<file path="config.mk">
export PLATFORM = sky130hd
export DESIGN_NAME = cyclic_fifo_7seg
export DESIGN_NICKNAME = d
export VERILOG_FILES = /design/src/rtl/seg7_pkg.sv /design/src/rtl/hex_to_seg7.sv /design/src/rtl/cyclic_fifo_7seg.sv
export SDC_FILE = /design/constraint.sdc
export NUM_CORES = 1
export LEC_CHECK = 0
export BUFFER_PORTS_ARGS = -buffer_cell sky130_fd_sc_hd__buf_2
export CORE_MARGIN = 4
export CORE_UTILIZATION = 45
export DETAILED_ROUTE_END_ITERATION = 16
export GPL_TIMING_DRIVEN = 0
export PLACE_DENSITY = 0.67
export SYNTH_ARGS = -nofsm -noshare
export SYNTH_HDL_FRONTEND = slang
export SYNTH_SLANG_ARGS = --single-unit
</file>
<file path="constraint.sdc">
create_clock -name clk -period 4.2 [get_ports clk]
set_input_delay 0.21 -clock clk [delete_from_list [all_inputs] [get_ports clk]]
set_output_delay 0.21 -clock clk [all_outputs]
set_load 0.03 [all_outputs]
</file>
<file path="src/rtl/seg7_pkg.sv">
`default_nettype none
// ============================================================================
// Module   : seg7_pkg
// Brief    : Seven-segment constants and hex-to-segment helper function.
//            Segment order is {g,f,e,d,c,b,a}; a 1 lights the segment.
// Revision : 1.0  initial release
// ============================================================================
package seg7_pkg;

  localparam logic [6:0] SEG_DASH  = 7'b1000000;
  localparam logic [6:0] SEG_BLANK = 7'b0000000;

  // Standard hex glyphs; lower-case b and d keep them distinct from 8 and 0.
  function automatic logic [6:0] hex_to_seg7(input logic [3:0] hex);
    logic [6:0] seg;
    case (hex)
      4'h0:    seg = 7'b0111111;
      4'h1:    seg = 7'b0000110;
      4'h2:    seg = 7'b1011011;
      4'h3:    seg = 7'b1001111;
      4'h4:    seg = 7'b1100110;
      4'h5:    seg = 7'b1101101;
      4'h6:    seg = 7'b1111101;
      4'h7:    seg = 7'b0000111;
      4'h8:    seg = 7'b1111111;
      4'h9:    seg = 7'b1101111;
      4'hA:    seg = 7'b1110111;
      4'hB:    seg = 7'b1111100;
      4'hC:    seg = 7'b0111001;
      4'hD:    seg = 7'b1011110;
      4'hE:    seg = 7'b1111001;
      4'hF:    seg = 7'b1110001;
      default: seg = SEG_BLANK;
    endcase
    return seg;
  endfunction

endpackage
`default_nettype wire

</file>
<file path="src/rtl/hex_to_seg7.sv">
`default_nettype none
// ============================================================================
// Module   : hex_to_seg7
// Brief    : Purely combinational 4-bit hex to seven-segment decoder.
// Revision : 1.0  initial release
// ============================================================================
module hex_to_seg7 (
  input  logic [3:0] i_hex,
  output logic [6:0] o_seg
);

  // Decode through the shared package table so every user sees identical glyphs.
  always_comb begin
    o_seg = seg7_pkg::hex_to_seg7(i_hex);
  end

endmodule
`default_nettype wire

</file>
<file path="src/rtl/cyclic_fifo_7seg.sv">
`default_nettype none
// ============================================================================
// Module   : cyclic_fifo_7seg
// Brief    : Circular buffer filled/drained by push/pop buttons (rising-edge
//            events), with full/empty, optional overwrite-oldest, sticky
//            overflow/underflow and a registered seven-segment view of the
//            entry at the read pointer.
// Revision : 1.0  initial release
// ============================================================================
module cyclic_fifo_7seg
  import seg7_pkg::*;
#(
  parameter int WIDTH     = 4,
  parameter int DEPTH     = 8,
  parameter bit OVERWRITE = 1'b0
) (
  input  logic                       clk,
  input  logic                       reset,
  input  logic                       btn_push,
  input  logic                       btn_pop,
  input  logic [WIDTH-1:0]           data_in,
  output logic [6:0]                 segments,
  output logic [$clog2(DEPTH+1)-1:0] count,
  output logic                       full,
  output logic                       empty,
  output logic                       overflow,
  output logic                       underflow
);

  localparam int c_ptr_w = (DEPTH > 1) ? $clog2(DEPTH) : 1;
  localparam int c_cnt_w = $clog2(DEPTH + 1);

  logic [WIDTH-1:0]   mem_q [DEPTH];
  logic [WIDTH-1:0]   mem_d [DEPTH];
  logic [c_ptr_w-1:0] wr_ptr_q, wr_ptr_d;
  logic [c_ptr_w-1:0] rd_ptr_q, rd_ptr_d;
  logic [c_cnt_w-1:0] count_q, count_d;
  logic               overflow_q, overflow_d;
  logic               underflow_q, underflow_d;
  logic               push_q, push_d;
  logic               pop_q, pop_d;
  logic [6:0]         seg_q, seg_d;

  logic               w_push_ev;
  logic               w_pop_ev;
  logic               w_full;
  logic               w_empty;
  logic [3:0]         w_nibble;
  logic [6:0]         w_dec_seg;

  // Pointers wrap explicitly so DEPTH need not be a power of two.
  function automatic logic [c_ptr_w-1:0] ptr_inc(input logic [c_ptr_w-1:0] p);
    return (p == c_ptr_w'(DEPTH - 1)) ? '0 : p + 1'b1;
  endfunction

  // Status flags and single-shot button events.
  always_comb begin
    w_full    = (count_q == c_cnt_w'(DEPTH));
    w_empty   = (count_q == '0);
    w_push_ev = btn_push & ~push_q;
    w_pop_ev  = btn_pop & ~pop_q;
    w_nibble  = 4'(mem_q[rd_ptr_q]);
  end

  hex_to_seg7 u_dec (
    .i_hex (w_nibble),
    .o_seg (w_dec_seg)
  );

  // Next buffer state from the push/pop events; a simultaneous pair keeps count.
  always_comb begin
    mem_d       = mem_q;
    wr_ptr_d    = wr_ptr_q;
    rd_ptr_d    = rd_ptr_q;
    count_d     = count_q;
    overflow_d  = overflow_q;
    underflow_d = underflow_q;
    push_d      = btn_push;
    pop_d       = btn_pop;
    if (w_push_ev && w_pop_ev) begin
      mem_d[wr_ptr_q] = data_in;
      wr_ptr_d        = ptr_inc(wr_ptr_q);
      if (w_empty) begin
        // Nothing to pop yet: the push lands, the pop is reported as underflow.
        count_d     = count_q + 1'b1;
        underflow_d = 1'b1;
      end else begin
        // When full, wr_ptr == rd_ptr, so the slot being read is the one refilled.
        rd_ptr_d = ptr_inc(rd_ptr_q);
      end
    end else if (w_push_ev) begin
      if (!w_full) begin
        mem_d[wr_ptr_q] = data_in;
        wr_ptr_d        = ptr_inc(wr_ptr_q);
        count_d         = count_q + 1'b1;
      end else if (OVERWRITE) begin
        mem_d[wr_ptr_q] = data_in;
        wr_ptr_d        = ptr_inc(wr_ptr_q);
        rd_ptr_d        = ptr_inc(rd_ptr_q);
      end else begin
        overflow_d = 1'b1;
      end
    end else if (w_pop_ev) begin
      if (!w_empty) begin
        rd_ptr_d = ptr_inc(rd_ptr_q);
        count_d  = count_q - 1'b1;
      end else begin
        underflow_d = 1'b1;
      end
    end
  end

  // Display follows the current head one cycle later; dash while nothing is stored.
  always_comb begin
    seg_d = w_empty ? SEG_DASH : w_dec_seg;
  end

  // State registers; button history reloads on reset so a held button cannot fire.
  always_ff @(posedge clk) begin
    if (reset) begin
      for (int i = 0; i < DEPTH; i++) begin
        mem_q[i] <= '0;
      end
      wr_ptr_q    <= '0;
      rd_ptr_q    <= '0;
      count_q     <= '0;
      overflow_q  <= 1'b0;
      underflow_q <= 1'b0;
      push_q      <= btn_push;
      pop_q       <= btn_pop;
      seg_q       <= SEG_DASH;
    end else begin
      mem_q       <= mem_d;
      wr_ptr_q    <= wr_ptr_d;
      rd_ptr_q    <= rd_ptr_d;
      count_q     <= count_d;
      overflow_q  <= overflow_d;
      underflow_q <= underflow_d;
      push_q      <= push_d;
      pop_q       <= pop_d;
      seg_q       <= seg_d;
    end
  end

  assign segments  = seg_q;
  assign count     = count_q;
  assign full      = w_full;
  assign empty     = w_empty;
  assign overflow  = overflow_q;
  assign underflow = underflow_q;

endmodule
`default_nettype wire

</file>
==> out/qor.csv <==
metric,value,unit
tns,0,ps
rrSetupSlack,1500,ps
cp_max_fo,10,
initial_core_util,0.470,
vias_per_cell,5.39,
post_cts_buffers,0,
wire_per_inst,14.3,um
hold_viol,0,
worst_path_max_delay_cell,mux4_2,
drt_wl_total,5140,um
post-route-min-period,2700,ps
synth_common_cells,"53 x dfxtp_1, 47 x nor2_1, 43 x mux2i_1",
nets,306,
yosysTopAreaCell,dfxtp_1,
cts-root-buf,clkbuf_8,
crit_required,4440,ps
synth_cell_type_count,43,
status,"complete, no violations",
fp.dieArea,0.00711,mm^2
crit_arrival,2940,ps
fillCellCount,539,
p_per_area,402,mW/mm^2
grt_pass1_vias,1817,
end_kind,flip-flop,
cellLeakagePower,0.00125,uW
syn-num-nets,281,
die_x,84.3,um
antenna_found_initial,0,
synth_edf_count,0,
place_congestion,0.784,
synthArstFlopShare,0,
placed_cell_area,0.00280,mm^2
grt_pass1_wl,8720,um
min-delay-start,btn_push,
yosys_warnings,0,
diodes,0,
critPathCapture,segments[0],
clk_pin_slew,100,ps
hp-class,in -> reg,
ctsResizeCount,0,
track_usage,0.154,
ant_nets,0,
syn_area,0.00262,mm^2
final_cell_area,0.00290,mm^2
final_layout_size_suffix_gt1_frac,0.178,
drt-pass1-iter-count,4,
grt_max_degree,20,
cp_slowest_stage_delay,560,ps
rows,27,
numCtsBuffers,5,
r2r-end,segments[0],
hold_buffers,0,
slew_violations,0,
max_cap_viol_count,0,
critical_path_class,reg -> reg,
fmax,370,MHz
seq_area_frac_synth,0.405,
path_cells,"buf_2, mux4_2, mux2i_1, inv_1, ha_1, or3b_1, a21oi_1",
worstMarginPinSlew,648,ps
die_h,84.3,um
core-area,0.00557,mm^2
dp_hpwl,3650,um
rsz0062_at_grt,no,
startpoint_type,flip-flop,
finalSetupViolCount,0,
cts_sinks,53,
synth_flop_cell,dfxtp_1,
drc,0,
min_period_over_period,0.643,
ir_worst_vdd,0.227,mV
cp-startpoint,rd_ptr_q[1],
synth.avg_cell_area,10.1,um^2
reg2reg_depth,7,
cts_tree,built,
slew_headroom,0.568,
finalNonFillerCells,358,
grt-ovfl-total,0,
synth_most_common_cell,dfxtp_1,
first_iter_violations,66,
placedCellCount,350,
cts.path.max_buffers,2,
num_vias,1929,
ctsHtreeMaxLevel,2,
synthCells,260,
synth-seq-cells,53,
clk_latency,310,ps
synthTopCellsByArea,"dfxtp_1 40%, mux2i_1 16%, nor2_1 6.7%, ha_1 6.2%, mux4_2 5.2%",
synthToLayoutAreaGrowth,10.6,%
r2r-start,rd_ptr_q[1],
yosys.area.top_type_share,0.405,
io_buffers,18,
ioPinCount,23,
worst_clock_skew,12.4,ps
## per-stage QoR
stage | hold slack, ps | util | total power, uW | worst slack [ps]
after floorplan | 238 | - | 797 | 1460
after global placement | 336 | 0.502 | 867 | 1490
after detailed placement | 340 | 0.502 | 871 | 1510
after CTS | 12.4 | 0.520 | 1180 | 1480
after global routing | 12.8 | 0.520 | 1230 | 1230
final | 17.7 | 0.520 | 1170 | 1500
## area by class of cell
| cell class | instances | area (um^2) | share of cell area |
|---|---|---|---|
| multi-input cells | 181 | 1450 | 0.499 |
| flip-flops and latches | 53 | 1060 | 0.366 |
| repair buffers | 18 | 90.1 | 0.0311 |
| well taps | 72 | 90.1 | 0.0311 |
| plain buffers | 19 | 86.3 | 0.0298 |
| clock buffers | 5 | 68.8 | 0.0237 |
| clock inverters | 3 | 28.8 | 0.00993 |
| inverters | 7 | 26.3 | 0.00907 |
## per-layer routing
layer	part of all wire	vias up	GRT usage
li1	-	960	-
met1	0.47	912	0.205
met2	0.45	49	0.242
met3	0.058	8	0.0383
met4	0.017	0	0.0541
met5	0	-	0
## kinds of logic after synthesis
family                     share of synthesized area
AOI/OAI and AO/OA                             0.0673
xor gates and xnor gates                     0.00334
adders and majority gates                     0.0621
buffers and inverters                         0.0430
DFF                                            0.405
muxes                                          0.237
and+or+nand+nor                                0.182
## power by group
| part | switching [uW] | internal, uW | total, uW | leakage (uW) |
|---|---|---|---|---|
| Clock | 184 | 125 | 309 | 0.0000506 |
| Combinational | 192 | 105 | 298 | 0.000765 |
| Sequential | 19.0 | 539 | 558 | 0.000431 |
| Total | 395 | 770 | 1170 | 0.00125 |
## registers in the layout (all words and copies together) (netlist names)
signal,flops
count,4
mem_q,32
overflow,1
pop_q,1
push_q,1
rd_ptr_q,3
segments,7
underflow,1
wr_ptr_q,3
## critical path: cells and delay by family (launching register included)
| family | cells | cell delay, ps |
|---|---|---|
| and+or+nand+nor | 1 | 380 |
| AOI/OAI and AO/OA | 1 | 160 |
| muxes | 2 | 1010 |
| adders and majority gates | 1 | 280 |
| buffers and inverters | 2 | 460 |
| DFF | 1 | 340 |
## how the worst min path moves through the flow
stage | end | cells past startpoint
6_report | push_q | 1
5_1_grt | push_q | 1
4_1_cts | push_q | 1
3_5_place_dp | push_q | 1
3_3_place_gp | push_q | 1
2_1_floorplan | pop_q | 0
## placed cells by master, fill, tap and decap left out, types with 4 or more instances in the layout
cell,instances
nor2b_1,5
inv_1,7
mux4_2,6
buf_1,5
nand3_1,4
clkbuf_8,5
buf_2,21
clkbuf_1,9
a21oi_1,10
nor2_1,47
nor3_1,5
nand2_1,6
dfxtp_1,53
ha_1,13
mux2i_1,43
Power figures use the tool's default switching activity.
